**config.mk**
```make
export PLATFORM = sky130hd
export DESIGN_NAME = spi_arb2_flat
export DESIGN_NICKNAME = d
export VERILOG_FILES = /design/src/rtl/spi_arb2_if.sv /design/src/rtl/spi_arb2.sv /design/src/flat_wrapper.sv
export SDC_FILE = /design/constraint.sdc
export NUM_CORES = 1
export LEC_CHECK = 0
export CORE_UTILIZATION = 45
export CTS_BUF_LIST = sky130_fd_sc_hd__clkbuf_4
export CTS_CLUSTER_DIAMETER = 80
export CTS_CLUSTER_SIZE = 30
export DETAILED_ROUTE_END_ITERATION = 7
export GPL_ROUTABILITY_DRIVEN = 0
export PLACE_DENSITY_LB_ADDON = 0.05
export SLEW_MARGIN = 15
export SYNTH_ARGS = -nofsm -noshare
export SYNTH_HDL_FRONTEND = slang
export SYNTH_SLANG_ARGS = --single-unit
```
**constraint.sdc**
```tcl
create_clock -name clk -period 2.4 [get_ports clk]
set_input_delay 0.48 -clock clk [delete_from_list [all_inputs] [get_ports clk]]
set_output_delay 0.48 -clock clk [all_outputs]
set_load 0.01 [all_outputs]
```
**src/rtl/spi_arb2_if.sv**
```systemverilog
// spi_arb2_if: client request/ack bus plus SPI-master command/done bus for spi_arb2.
interface spi_arb2_if;
    logic        req0, req1, ack0, ack1, err, busy, spi_wrt, spi_done;
    logic [15:0] cmd0, cmd1, rd_data, spi_cmd, spi_rd_data;
    modport slave (
        input  req0, cmd0, req1, cmd1, spi_done, spi_rd_data,
        output ack0, ack1, rd_data, err, busy, spi_wrt, spi_cmd
    );
    modport master (
        output req0, cmd0, req1, cmd1, spi_done, spi_rd_data,
        input  ack0, ack1, rd_data, err, busy, spi_wrt, spi_cmd
    );
endinterface

```
**src/rtl/spi_arb2.sv**
```systemverilog
// spi_arb2: round-robin arbiter/sequencer sharing one SPI master between two clients,
// with done-edge completion, watchdog abort and an idle gap between transactions.
module spi_arb2 #(
    parameter int GAP_CYC = 8,
    parameter int TIMEOUT = 1024
) (
    input logic       clk,
    input logic       rst_n,
    spi_arb2_if.slave bus
);
    localparam int TW = $clog2(TIMEOUT);
    localparam int GW = (GAP_CYC == 0) ? 1 : $clog2(GAP_CYC + 1);

    typedef enum logic [1:0] {IDLE, ISSUE, WAIT, GAP} state_t;

    state_t        state_q, state_d;
    logic [TW-1:0] tcnt_q, tcnt_d;
    logic [GW-1:0] gcnt_q, gcnt_d;
    logic          gid_q, gid_d, last_q, last_d, done_q;
    logic          ack0_q, ack0_d, ack1_q, ack1_d, err_q, err_d;
    logic          wrt_q, wrt_d, busy_q, busy_d;
    logic [15:0]   rd_q, rd_d, cmd_q, cmd_d;
    logic          rise, tmo;

    // done is sticky in the master, so only its rising edge marks completion
    assign rise = bus.spi_done & ~done_q;
    assign tmo  = tcnt_q == TW'(TIMEOUT - 1);

    always_comb begin
        state_d = state_q;
        tcnt_d  = tcnt_q;
        gcnt_d  = gcnt_q;
        gid_d   = gid_q;
        last_d  = last_q;
        ack0_d  = 1'b0;
        ack1_d  = 1'b0;
        err_d   = 1'b0;
        wrt_d   = 1'b0;
        rd_d    = rd_q;
        cmd_d   = cmd_q;
        case (state_q)
            IDLE: if (bus.req0 | bus.req1) begin
                gid_d   = (bus.req0 & bus.req1) ? ~last_q : bus.req1;
                cmd_d   = gid_d ? bus.cmd1 : bus.cmd0;
                wrt_d   = 1'b1;
                state_d = ISSUE;
            end
            ISSUE: begin
                tcnt_d  = '0;
                state_d = WAIT;
            end
            WAIT: if (rise | tmo) begin
                rd_d    = rise ? bus.spi_rd_data : 16'h0000;
                ack0_d  = ~gid_q;
                ack1_d  = gid_q;
                err_d   = ~rise;
                last_d  = gid_q;
                gcnt_d  = '0;
                state_d = (GAP_CYC == 0) ? IDLE : GAP;
            end else begin
                tcnt_d  = tcnt_q + 1'b1;
            end
            GAP: if (gcnt_q == GW'(GAP_CYC - 1)) state_d = IDLE;
                 else gcnt_d = gcnt_q + 1'b1;
            default: state_d = IDLE;
        endcase
        busy_d = state_d != IDLE;
    end

    always_ff @(posedge clk or negedge rst_n) begin
        if (!rst_n) begin
            state_q <= IDLE;
            tcnt_q  <= '0;
            gcnt_q  <= '0;
            gid_q   <= 1'b0;
            last_q  <= 1'b1;
            done_q  <= 1'b0;
            ack0_q  <= 1'b0;
            ack1_q  <= 1'b0;
            err_q   <= 1'b0;
            wrt_q   <= 1'b0;
            busy_q  <= 1'b0;
            rd_q    <= 16'h0000;
            cmd_q   <= 16'h0000;
        end else begin
            state_q <= state_d;
            tcnt_q  <= tcnt_d;
            gcnt_q  <= gcnt_d;
            gid_q   <= gid_d;
            last_q  <= last_d;
            done_q  <= bus.spi_done;
            ack0_q  <= ack0_d;
            ack1_q  <= ack1_d;
            err_q   <= err_d;
            wrt_q   <= wrt_d;
            busy_q  <= busy_d;
            rd_q    <= rd_d;
            cmd_q   <= cmd_d;
        end
    end

    assign bus.ack0    = ack0_q;
    assign bus.ack1    = ack1_q;
    assign bus.err     = err_q;
    assign bus.busy    = busy_q;
    assign bus.spi_wrt = wrt_q;
    assign bus.spi_cmd = cmd_q;
    assign bus.rd_data = rd_q;
endmodule

```
**src/flat_wrapper.sv**
```systemverilog
// flat-port wrapper written by rule: the top's interface ports become plain ports
module spi_arb2_flat 
#(
    parameter int GAP_CYC = 8,
    parameter int TIMEOUT = 1024
)
  (clk, rst_n, bus_req0, bus_cmd0, bus_req1, bus_cmd1, bus_spi_done, bus_spi_rd_data, bus_ack0, bus_ack1, bus_rd_data, bus_err, bus_busy, bus_spi_wrt, bus_spi_cmd);
  spi_arb2_if bus_i ();
  input logic clk;
  input logic rst_n;
  input wire logic [$bits(bus_i.req0)-1:0] bus_req0;
  input wire logic [$bits(bus_i.cmd0)-1:0] bus_cmd0;
  input wire logic [$bits(bus_i.req1)-1:0] bus_req1;
  input wire logic [$bits(bus_i.cmd1)-1:0] bus_cmd1;
  input wire logic [$bits(bus_i.spi_done)-1:0] bus_spi_done;
  input wire logic [$bits(bus_i.spi_rd_data)-1:0] bus_spi_rd_data;
  output wire logic [$bits(bus_i.ack0)-1:0] bus_ack0;
  output wire logic [$bits(bus_i.ack1)-1:0] bus_ack1;
  output wire logic [$bits(bus_i.rd_data)-1:0] bus_rd_data;
  output wire logic [$bits(bus_i.err)-1:0] bus_err;
  output wire logic [$bits(bus_i.busy)-1:0] bus_busy;
  output wire logic [$bits(bus_i.spi_wrt)-1:0] bus_spi_wrt;
  output wire logic [$bits(bus_i.spi_cmd)-1:0] bus_spi_cmd;
  assign bus_i.req0 = bus_req0;
  assign bus_i.cmd0 = bus_cmd0;
  assign bus_i.req1 = bus_req1;
  assign bus_i.cmd1 = bus_cmd1;
  assign bus_i.spi_done = bus_spi_done;
  assign bus_i.spi_rd_data = bus_spi_rd_data;
  assign bus_ack0 = bus_i.ack0;
  assign bus_ack1 = bus_i.ack1;
  assign bus_rd_data = bus_i.rd_data;
  assign bus_err = bus_i.err;
  assign bus_busy = bus_i.busy;
  assign bus_spi_wrt = bus_i.spi_wrt;
  assign bus_spi_cmd = bus_i.spi_cmd;
  spi_arb2 #(.GAP_CYC(GAP_CYC), .TIMEOUT(TIMEOUT)) u_core (.clk(clk), .rst_n(rst_n), .bus(bus_i));
endmodule
```
==> out/metrics.yaml <==
ios: 90
viasPerCell: 5.18
final_core_util_pct: 68.6
synthArstFlopShare_pct: 100
synth_fp_nets: 262
clkTransAtPathRegs_ns: 0.15
worstMarginPinSlew_ns: 0.575
finalSetupTns_ns: 0
grt_use_total_pct: 20.6
die-area_mm2: 0.00562
cp-end-kind: "register"
vias: 1942
place_hpwl_um: 3900
use_met1_pct: 26.3
wl_um: 5120
hold_path.class: "input port to asynchronous set/reset pin"
insertion_delay_ns: 0.38
clock_path_buffers: 2
clock.fmax_ghz: 0.515
setup_viol_count_final: 0
finalCritPeriodShare_pct: 80.8
fin_ws_ns: 0.460
post_cts_buffers: 0
rows: 26
worstSetupPathType: "register to register"
drc_errors: 0
crit_slowest_cell: "dfrtp_1"
path_max_fanout: 13
cts_tree: "built"
slew_violations: 0
die_w_um: 75.0
seq_area_frac_synth_pct: 58.5
grt_pass1_wl_um: 8520
die_h_um: 75.0
clock_sink_count: 56
rsz0062_at_grt: "false"
n_antenna_cell: 0
numPortBuffers: 89
cp_slowest_stage_delay_ns: 0.44
drt-wirelength-per-cell_um: 13.7
ctsHtreeMaxLevel: 2
drt-pass1-iter-count: 6
synth.distinct_cells: 43
cts_resized: 0
drive_gt1_share_pct: 9.84
synth-edff-count: 0
status: "finished, final reports clean"
ys_seq_elements: 56
power_leakage_uw: 0.00156
peakVddDrop_mv: 0.558
netlist_area_mm2: 0.00240
syn_inst: 207
root_buffer: "clkbuf_4"
placed_cell_area_mm2: 0.00342
num-nets-final: 359
yosys_most_used_dff: "dfrtp_1"
crit_family: "simple AND/OR/NAND/NOR gates"
cp_num_buf_inv: 1
maxCapViolations: 0
gr-usage-met2_pct: 31.3
core-area_mm2: 0.00511
cp.arrival_ns: 2.22
start_util_pct: 46.9
post-place-ws_ns: 0.200
first_iter_violations: 93
grt_util_met3_pct: 7.50
antenna_found_initial: 0
slew_headroom_pct: 61.7
gr-total-overflow: 0
syn_area_per_cell_um2: 11.6
antenna_left: 0
final_area_mm2: 0.00350
worst_ep_required_time_ns: 2.68
start_kind: "register"
grt_pass1_vias: 1903
synth_warnings: 0
grt_max_degree: 27
hold_viol: 0
min_period_ns: 1.94
numCtsBuffers: 5
power_density_mw_per_mm2: 1010
cp_cell_sequence: "ha_1 > nand3_1 > nor4_2 > nor2_1 > buf_4 > a22o_1"
area_growth_pct: 46.2
fin_skew_ns: 0.00648
gr-max-usage-layer: "met2"
ctsHoldBuffers: 0
p_total_uw: 3550
## cells in the mapped netlist (all sizes together) (3+ instances only)
cell,instances,share of area (%)
inv,4,0.63
or3,3,0.78
mux2i,20,8.4
nor2,8,1.3
buf,3,0.63
nand2b,3,1.1
o21ai,19,4.0
a22o,17,6.2
nand3,6,1.3
dfrtp,55,57
a21oi,3,0.63
nand2,22,3.4
nor3,5,1.0
clkbuf,7,1.1
## where the power goes
| group | switching, uW | internal [uW] |
|---|---|---|
| Sequential | 246 | 1310 |
| Combinational | 604 | 870 |
| Clock | 286 | 230 |
## final cells by class
type                            instances  area [um2]
Clock buffer                            6        45.0
Clock inverter                          2        35.0
Fill cell                             410        1610
Inverter                                4        15.0
Multi-Input combinational cell        137         948
Sequential cell                        56        1400
Tap cell                               70        87.6
Timing Repair Buffer                  100         968
## stage by stage
step	std cells	hold slack, ns
4_1_cts	375	0.0695
3_3_place_gp	367	0.461
2_1_floorplan	207	0.184
6_report	375	0.0720
5_1_grt	375	0.0921
3_5_place_dp	367	0.469
## metal layers
metal / share of wire (%) / vias up / wire [um]
met3: 7.5 / 13 / 382
met2: 46 / 70 / 2370
met1: 44 / 915 / 2230
li1: - / 944 / -
met5: 0 / - / 0
met4: 2.7 / 0 / 136
## sequential cells by signal, summed over array words and instances, names as in the netlist
| register | count |
|---|---|
| u_core.bus.err | 1 |
| u_core.state_q | 2 |
| u_core.bus.ack1 | 1 |
| u_core.tcnt_q | 10 |
| u_core.bus.spi_wrt | 1 |
| u_core.gcnt_q | 4 |
| u_core.bus.ack0 | 1 |
| u_core.gid_q | 1 |
| u_core.bus.busy | 1 |
| u_core.bus.spi_cmd | 16 |
| u_core.done_q | 1 |
| u_core.bus.rd_data | 16 |
| u_core.last_q | 1 |
## worst register-to-register path, delay by kind of cell (launching register included)
kind | cells | cell delay, ns
AO/OA/AOI/OAI | 1 | 0.20
adder cells (fa/ha/maj) | 1 | 0.21
buffers and inverters | 1 | 0.22
flip-flops | 1 | 0.44
AND/OR/NAND/NOR | 3 | 0.78
## cell usage in the layout, fill, tap and decap left out, types with 2 or more instances in the layout
cell type         n
a21oi_1           3
a22o_1           17
a41oi_1           2
and2_1            2
and3_1            2
buf_4            11
clkbuf_4          6
clkdlybuf4s50_1  88
dfrtp_1          55
ha_1              2
inv_1             4
mux2i_1          20
nand2_1          22
nand2b_1          2
nand3_1           6
nand3b_1          2
nor2_1            8
nor2b_1           2
nor3_1            5
o21ai_0          18
or3_1             3
## cell families after synthesis
kind of cell	after synthesis	share of synthesized area, %
xor gates and xnor gates	2	0.731
DFF	56	58.5
AOI/OAI and AO/OA	49	14.3
adders and majority gates	2	1.04
and+or+nand+nor	63	14.2
muxes	21	8.82
buffers and inverters	14	2.40
## worst paths after layout
| path | to | slack, ns | depth (start not counted) | start |
|---|---|---|---|---|
| min in group clk | u_core.bus.ack0 | 0.49 | 1 | u_core.gid_q |
| hold reg to reg | u_core.bus.ack0 | 0.49 | 1 | u_core.gid_q |
| setup reg to reg | u_core.bus.rd_data[0] | 0.46 | 6 | u_core.tcnt_q[0] |
| setup / recovery | u_core.bus.rd_data[0] | 0.46 | 6 | u_core.tcnt_q[0] |
| hold / removal | u_core.bus.spi_cmd[2] | 0.07 | 1 | rst_n |
| max in group asynchronous | u_core.bus.spi_cmd[13] | 1.74 | 2 | rst_n |
Note: power is estimated with default switching activity, not from simulation.
